==> src/rtl/serial_sub_if.sv <==
// Handshake/operand bundle for the bit-serial subtractor.
// The ovf signal exists only when SERIAL_SUB_OVF_EN is defined.
interface serial_sub_if #(
  parameter int WIDTH = 8
);
  logic             start;
  logic [WIDTH-1:0] a_in;
  logic [WIDTH-1:0] b_in;
  logic             busy;
  logic             done;
  logic [WIDTH-1:0] dif_out;
  logic             bor_out;
`ifdef SERIAL_SUB_OVF_EN
  logic             ovf;

  modport master (output start, a_in, b_in,
                  input  busy, done, dif_out, bor_out, ovf);
  modport slave  (input  start, a_in, b_in,
                  output busy, done, dif_out, bor_out, ovf);
`else
  modport master (output start, a_in, b_in,
                  input  busy, done, dif_out, bor_out);
  modport slave  (input  start, a_in, b_in,
                  output busy, done, dif_out, bor_out);
`endif
endinterface

==> src/rtl/serial_sub.sv <==
// Bit-serial WIDTH-bit subtractor (dif = a - b), LSB first, one bit per clock.
// Optional signed-overflow output enabled by SERIAL_SUB_OVF_EN.
module serial_sub #(
  parameter int WIDTH = 8
) (
  input  logic         clk,
  input  logic         rst,
  serial_sub_if.slave  bus
);
  localparam int CW = (WIDTH > 1) ? $clog2(WIDTH) : 1;
  localparam logic [CW-1:0] LAST = CW'(WIDTH - 1);

  typedef enum logic [1:0] {IDLE, RUN, FIN} state_e;

  state_e           state_q, state_d;
  logic [WIDTH-1:0] a_sh_q, a_sh_d;
  logic [WIDTH-1:0] b_sh_q, b_sh_d;
  logic [WIDTH-1:0] res_q, res_d;
  logic             brw_q, brw_d;
  logic [CW-1:0]    cnt_q, cnt_d;
  logic             done_q, done_d;
  logic [WIDTH-1:0] dif_q, dif_d;
  logic             bor_q, bor_d;
`ifdef SERIAL_SUB_OVF_EN
  logic [1:0]       msb_q, msb_d;
  logic             ovf_q, ovf_d;
`endif

  logic x, y, d_bit, brw_next, load;

  // Full-subtractor cell
  always_comb begin
    x        = a_sh_q[0];
    y        = b_sh_q[0];
    d_bit    = x ^ y ^ brw_q;
    brw_next = (~x & y) | (~(x ^ y) & brw_q);
  end

  always_comb begin
    state_d = state_q;
    a_sh_d  = a_sh_q;
    b_sh_d  = b_sh_q;
    res_d   = res_q;
    brw_d   = brw_q;
    cnt_d   = cnt_q;
    done_d  = 1'b0;
    dif_d   = dif_q;
    bor_d   = bor_q;
`ifdef SERIAL_SUB_OVF_EN
    msb_d   = msb_q;
    ovf_d   = ovf_q;
`endif
    load    = 1'b0;

    case (state_q)
      IDLE: begin
        if (bus.start) load = 1'b1;
      end
      RUN: begin
        res_d  = {d_bit, res_q[WIDTH-1:1]};
        a_sh_d = {1'b0, a_sh_q[WIDTH-1:1]};
        b_sh_d = {1'b0, b_sh_q[WIDTH-1:1]};
        brw_d  = brw_next;
        cnt_d  = cnt_q + 1'b1;
        if (cnt_q == LAST) state_d = FIN;
      end
      FIN: begin
        done_d = 1'b1;
        dif_d  = res_q;
        bor_d  = brw_q;
`ifdef SERIAL_SUB_OVF_EN
        ovf_d  = (msb_q[1] ^ msb_q[0]) & (msb_q[1] ^ res_q[WIDTH-1]);
`endif
        state_d = IDLE;
        if (bus.start) load = 1'b1;
      end
      default: state_d = IDLE;
    endcase

    // Operand capture shared by IDLE and back-to-back FIN acceptance
    if (load) begin
      a_sh_d  = bus.a_in;
      b_sh_d  = bus.b_in;
      brw_d   = 1'b0;
      cnt_d   = '0;
      state_d = RUN;
`ifdef SERIAL_SUB_OVF_EN
      msb_d   = {bus.a_in[WIDTH-1], bus.b_in[WIDTH-1]};
`endif
    end
  end

  always_ff @(posedge clk) begin
    if (rst) begin
      state_q <= IDLE;
      a_sh_q  <= '0;
      b_sh_q  <= '0;
      res_q   <= '0;
      brw_q   <= 1'b0;
      cnt_q   <= '0;
      done_q  <= 1'b0;
      dif_q   <= '0;
      bor_q   <= 1'b0;
`ifdef SERIAL_SUB_OVF_EN
      msb_q   <= '0;
      ovf_q   <= 1'b0;
`endif
    end else begin
      state_q <= state_d;
      a_sh_q  <= a_sh_d;
      b_sh_q  <= b_sh_d;
      res_q   <= res_d;
      brw_q   <= brw_d;
      cnt_q   <= cnt_d;
      done_q  <= done_d;
      dif_q   <= dif_d;
      bor_q   <= bor_d;
`ifdef SERIAL_SUB_OVF_EN
      msb_q   <= msb_d;
      ovf_q   <= ovf_d;
`endif
    end
  end

  assign bus.busy    = (state_q == RUN);
  assign bus.done    = done_q;
  assign bus.dif_out = dif_q;
  assign bus.bor_out = bor_q;
`ifdef SERIAL_SUB_OVF_EN
  assign bus.ovf     = ovf_q;
`endif
endmodule
==> src/flat_wrapper.sv <==
// flat-port wrapper written by rule: the top's interface ports become plain ports
module serial_sub_flat 
#(
  parameter int WIDTH = 8
)
  (clk, rst, bus_start, bus_a_in, bus_b_in, bus_busy, bus_done, bus_dif_out, bus_bor_out);
  serial_sub_if #(.WIDTH(WIDTH)) bus_i ();
  input  logic clk;
  input  logic rst;
  input wire logic [$bits(bus_i.start)-1:0] bus_start;
  input wire logic [$bits(bus_i.a_in)-1:0] bus_a_in;
  input wire logic [$bits(bus_i.b_in)-1:0] bus_b_in;
  output wire logic [$bits(bus_i.busy)-1:0] bus_busy;
  output wire logic [$bits(bus_i.done)-1:0] bus_done;
  output wire logic [$bits(bus_i.dif_out)-1:0] bus_dif_out;
  output wire logic [$bits(bus_i.bor_out)-1:0] bus_bor_out;
  assign bus_i.start = bus_start;
  assign bus_i.a_in = bus_a_in;
  assign bus_i.b_in = bus_b_in;
  assign bus_busy = bus_i.busy;
  assign bus_done = bus_i.done;
  assign bus_dif_out = bus_i.dif_out;
  assign bus_bor_out = bus_i.bor_out;
  serial_sub #(.WIDTH(WIDTH)) u_core (.clk(clk), .rst(rst), .bus(bus_i));
endmodule
==> config.mk <==
export PLATFORM = sky130hd
export DESIGN_NAME = serial_sub_flat
export DESIGN_NICKNAME = d
export VERILOG_FILES = /design/src/rtl/serial_sub_if.sv /design/src/rtl/serial_sub.sv /design/src/flat_wrapper.sv
export SDC_FILE = /design/constraint.sdc
export NUM_CORES = 1
export LEC_CHECK = 0
export CORE_ASPECT_RATIO = 0.5
export CORE_MARGIN = 4
export CORE_UTILIZATION = 35
export DETAILED_ROUTE_END_ITERATION = 8
export GPL_ROUTABILITY_DRIVEN = 0
export PLACE_DENSITY = 0.63
export SLEW_MARGIN = 40
export SYNTH_ARGS = -nofsm -noshare
export SYNTH_HDL_FRONTEND = slang
export SYNTH_SLANG_ARGS = --single-unit
==> constraint.sdc <==
create_clock -name clk -period 1.8 [get_ports clk]
set_input_delay 0.36 -clock clk [delete_from_list [all_inputs] [get_ports clk]]
set_output_delay 0.36 -clock clk [all_outputs]
set_load 0.1 [all_outputs]
# Yosys cells after proc, flatten, opt, wreduce, memory -nomap -nowiden

Cells that the tools add are included.
Widths: inputs -> output; s select.

Reduce and logical (&&, ||, !) cells: 6
Multiplexer cells: 10
Eq/ne operators: 6
Bitwise logic cells: 8
$add $sub $neg: 1

Operators by type and width:

| kind                | count |
|---|---|
| $mux 8              | 4 |
| $mux 1              | 4 |
| $ne 2x1->1 const B  | 2 |
| $pmux 2 s2          | 1 |
| $reduce_and 2->1    | 2 |
| $reduce_or 2->1     | 2 |
| $add 3x1->3 const B | 1 |
| $eq 3x3->1 const B  | 1 |
| $ne 3x1->1 const B  | 1 |
| $not 1->1           | 3 |
| $and 1x1->1         | 2 |
| $eq 2x1->1 const B  | 1 |
| $eq 2x2->1 const B  | 1 |
| $logic_not 2->1     | 1 |
| $mux 2              | 1 |
| $reduce_bool 2->1   | 1 |
| $xor 1x1->1         | 2 |
| $or 1x1->1          | 1 |

Word-level logic and storage cells: 41
Register bits after elaboration: 40
Output and inout port bits: 11
Input bits: 19

# Logic depth before layout (Yosys ltp)

Depth after elaboration: 5
Depth in mapped cells: 6

# Worst setup path before layout

No wires, ideal clock.

Path kind: register to output
Start: register u_core.state_q[1]
End: output bus_busy
Data arrival time: 1.106 ns
Slack: 0.334 ns
Cell stages (with the launch flop): 5
Path through: dfxtp_1 -> nand2b_1 -> buf_6 -> inv_8 -> buf_2

Cells in the longest elaborated chain, start to end: 1

Ends and longest elaborated chain:

| what                   | line               | source |
|---|---|---|
| from (decl)            | serial_sub.sv:15   | `state_e state_q, state_d;` |
| from (signal assigned) | serial_sub.sv:109  | `state_q <= state_d;` |
| $eq 2x1->1             | serial_sub.sv:125  | `assign bus.busy = (state_q == RUN);` |
| to (decl)              | flat_wrapper.sv:13 | `output wire logic [$bits(bus_i.busy)-1:0] bus_busy;` |

No other way between the ends.

# Final worst setup path

Ends and elaborated chain as after synthesis.

==> impl_results.md <==
- Pwr Total: 1.991 mW
- Commonest non-fill, non-tap cell in the layout: nand2_1
- Met1 Usage GRT: 0.1334
- Yosys cell types: 29
- PwrDens: about 900 mW/mm²
- Main combinational cell family by area after synthesis: simple AND/OR/NAND/NOR gates
- Met3 usage: 0.03671
- Syn Area/Cell: 9.116 µm²
- Vias: roughly 1300
- Simple-Gate Fraction of Synth Area: 0.2193
- Setup violators final: 0
- Synth Cell Area: between 0.0015 and 0.002 mm²
- Synth Area in XOR/XNOR: 0.005084
- Worst slew margin: 0.7608
- Initial Utilization: 0.3767
- CP arrival: 1.28 ns
- Tcrit/Tclk final: 0.9100
- IO Pins: 30
- Mux contribution to synthesized area: 0.02324
- Share of cells above drive strength 1: 0.2056
- Placeable Area: about 0.0046 mm²
- Largest net degree at the start of global routing: 41
- R2R depth: 4
- CTS tree: yes
- # Max-Cap Violations: 0
- Adder-cell share of the synthesized area: 0.02614
- WHS Path Cells: 2
- Area grow syn2layout: 31.45%
- Post-Syn Instances: 189
- Clock latency on the worst-skew pair: 0.29 ns
- Routed WL: ~3200 µm
- Final Core Density: 0.4952
- Finished Layout Cells: 280
- Number of placement rows: 17
- Post-route ant nets: 0
- Clock root cell: clkbuf_8
- CP Capture Type: output port
- Crit path launch type: flop
- Setup Fix Bufs, Post-CTS: 0
- Compound-Gate Fraction of Synth Area: 0.1794
- TritonCTS Buffers: 5
- IO buf count: 29
- Final HPWL DP: approximately 2200 µm
- Vias in the first global route: 1221
- Cell leakage power: 0.7858 nW
- Die height: 57.61 µm
- Sequential area share after synthesis: 0.4648
- Most frequent cells in the layout: 52 x nand2_1, 40 x dfxtp_1, 18 x a21oi_1, 18 x clkdlybuf4s50_1, 15 x nor2_1
- Final max-slew violation count: 0
- Post-CTS Hold Buffers: 0
- Worst-Margin Slew: 0.3588 ns
- Critical-path maximum fanout: 30
- Reg clk slew, reported paths: around 0.080 ns
- DR pass1 iterations: 4
- Syn Nets: 211
- DR vias/cell: about 4.7
- First-pass GRT wire length: 5409 µm
- DR iter-0 viols: 72
- CTS resizes: 0
- Final Critical Period: 1.638 ns
- Die Area: roughly 0.0062 mm²
- Die X: 107.2 µm
- Nets@finish: around 240
- Final setup skew: 0.005195 ns
- Setup Crit Path Kind: flop to output port
- Placed insts: 272
- RSZ-0062 raised after global routing: false
- Initial antenna violation count: 0
- Max Buffers Root-to-Sink: 2
- WP data required: 1.44 ns
- HP Class: flop to flop
- Clock sink total: 40
- FF+latch count, synth: 40
- YS warnings: 0
- GRT Max-Usage Layer: met2
- Total Routing Usage GR: 0.1096
- Grt met2 use: 0.1813
- Maximum clock rate: between 600 and 700 MHz
- Worst IR drop on VDD: 0.0003276 V
- H-tree lvl count: 2
- Setup TNS: 0 ns
- Final hold violation count: 0
- DR WL/cell: roughly 12 µm
- Gr ovfl total: 0
- Status: finished, final reports clean
- DRC Markers: 0
- Antenna diodes: 0
cells by family (layout without fill, tap and decap cells):
logic type      after synthesis  after routing
compound gates               34             34
xor+xnor                      1              1
fa+ha+maj                     3              3
buf+inv                      19             44
flops                        40             40
mux                           4              4
simple gates                 88             88
per-layer routing:
metal | wire, µm | vias to the layer above
li1 | - | 679
met1 | 1514 | 604
met2 | 1515 | 27
met3 | 158 | 5
met4 | 37 | 0
met5 | 0 | -
power by group:
part           total, mW  internal [mW]  leakage [nW]  switching [mW]
registers          0.948          0.923         0.326          0.0248
clock network      0.792          0.489        0.0645           0.303
logic              0.251          0.114         0.395           0.137
total               1.99           1.53         0.786           0.465
path summary, 6_finish.rpt:
kind | startpoint | endpoint | slack (ns)
worst min-delay path | u_core.res_q[0] | u_core.bus.dif_out[0] | 0.46
worst min register to register | u_core.res_q[0] | u_core.bus.dif_out[0] | 0.46
worst max-delay path | u_core.state_q[1] | bus_busy | 0.16
worst max register to register | u_core.state_q[1] | u_core.b_sh_q[3] | 0.44
sequential cells by signal, indices dropped and copies added, names as in the netlist:
name / count
u_core.a_sh_q: 8
u_core.b_sh_q: 8
u_core.bus.dif_out: 8
u_core.res_q: 8
u_core.cnt_q: 3
u_core.state_q: 2
u_core.brw_q: 1
u_core.bus.bor_out: 1
u_core.bus.done: 1
worst max-delay path, stage by stage (launching register included):
cell	delay [ns]
dfxtp_1	0.32
nand2b_1	0.23
inv_8	0.23
buf_12	0.21
synth_stat cells:
library cell / n / share of area
buf_1: 1 / 0.0022
nand2b_1: 3 / 0.011
a21oi_1: 18 / 0.052
nor2b_1: 1 / 0.0036
o21a_1: 1 / 0.0044
clkbuf_1: 3 / 0.0065
fa_1: 1 / 0.012
inv_8: 1 / 0.0065
nand3_1: 1 / 0.0029
buf_12: 2 / 0.023
a22oi_1: 1 / 0.0044
nor3_1: 5 / 0.015
nand2_1: 52 / 0.11
inv_1: 2 / 0.0044
a2111oi_4: 1 / 0.016
xnor2_1: 1 / 0.0051
a311oi_1: 3 / 0.015
and2b_1: 1 / 0.0044
nor2_1: 15 / 0.033
buf_4: 2 / 0.0087
a311oi_2: 10 / 0.087
dfxtp_1: 40 / 0.46
nand2_2: 8 / 0.029
nor2_2: 1 / 0.0036
mux2i_1: 4 / 0.023
buf_2: 6 / 0.017
ha_1: 2 / 0.015
buf_6: 2 / 0.013
nor3b_1: 1 / 0.0044
through the flow:
step | hold slack, ns | setup slack [ns] | cell area [µm²]
2_1_floorplan | 0.4321 | 0.3337 | 1723
3_3_place_gp | 0.4435 | 0.3083 | 2138
3_5_place_dp | 0.4482 | 0.2576 | 2138
4_1_cts | 0.4595 | 0.1380 | 2265
5_1_grt | 0.4701 | 0.08523 | 2265
6_report | 0.4563 | 0.1619 | 2265
cell type report:
| cell class | instances | area (µm²) |
|---|---|---|
| clock buffers | 7 | 96.34 |
| fillers | 432 | 2308 |
| well taps | 66 | 82.58 |
| clock inverters | 1 | 30.03 |
| flip-flops and latches | 40 | 800.8 |
| repair buffers | 33 | 455.4 |
| inverters | 3 | 18.77 |
| multi-input cells | 130 | 780.7 |
No activity file was read; power rests on OpenSTA's default activity.
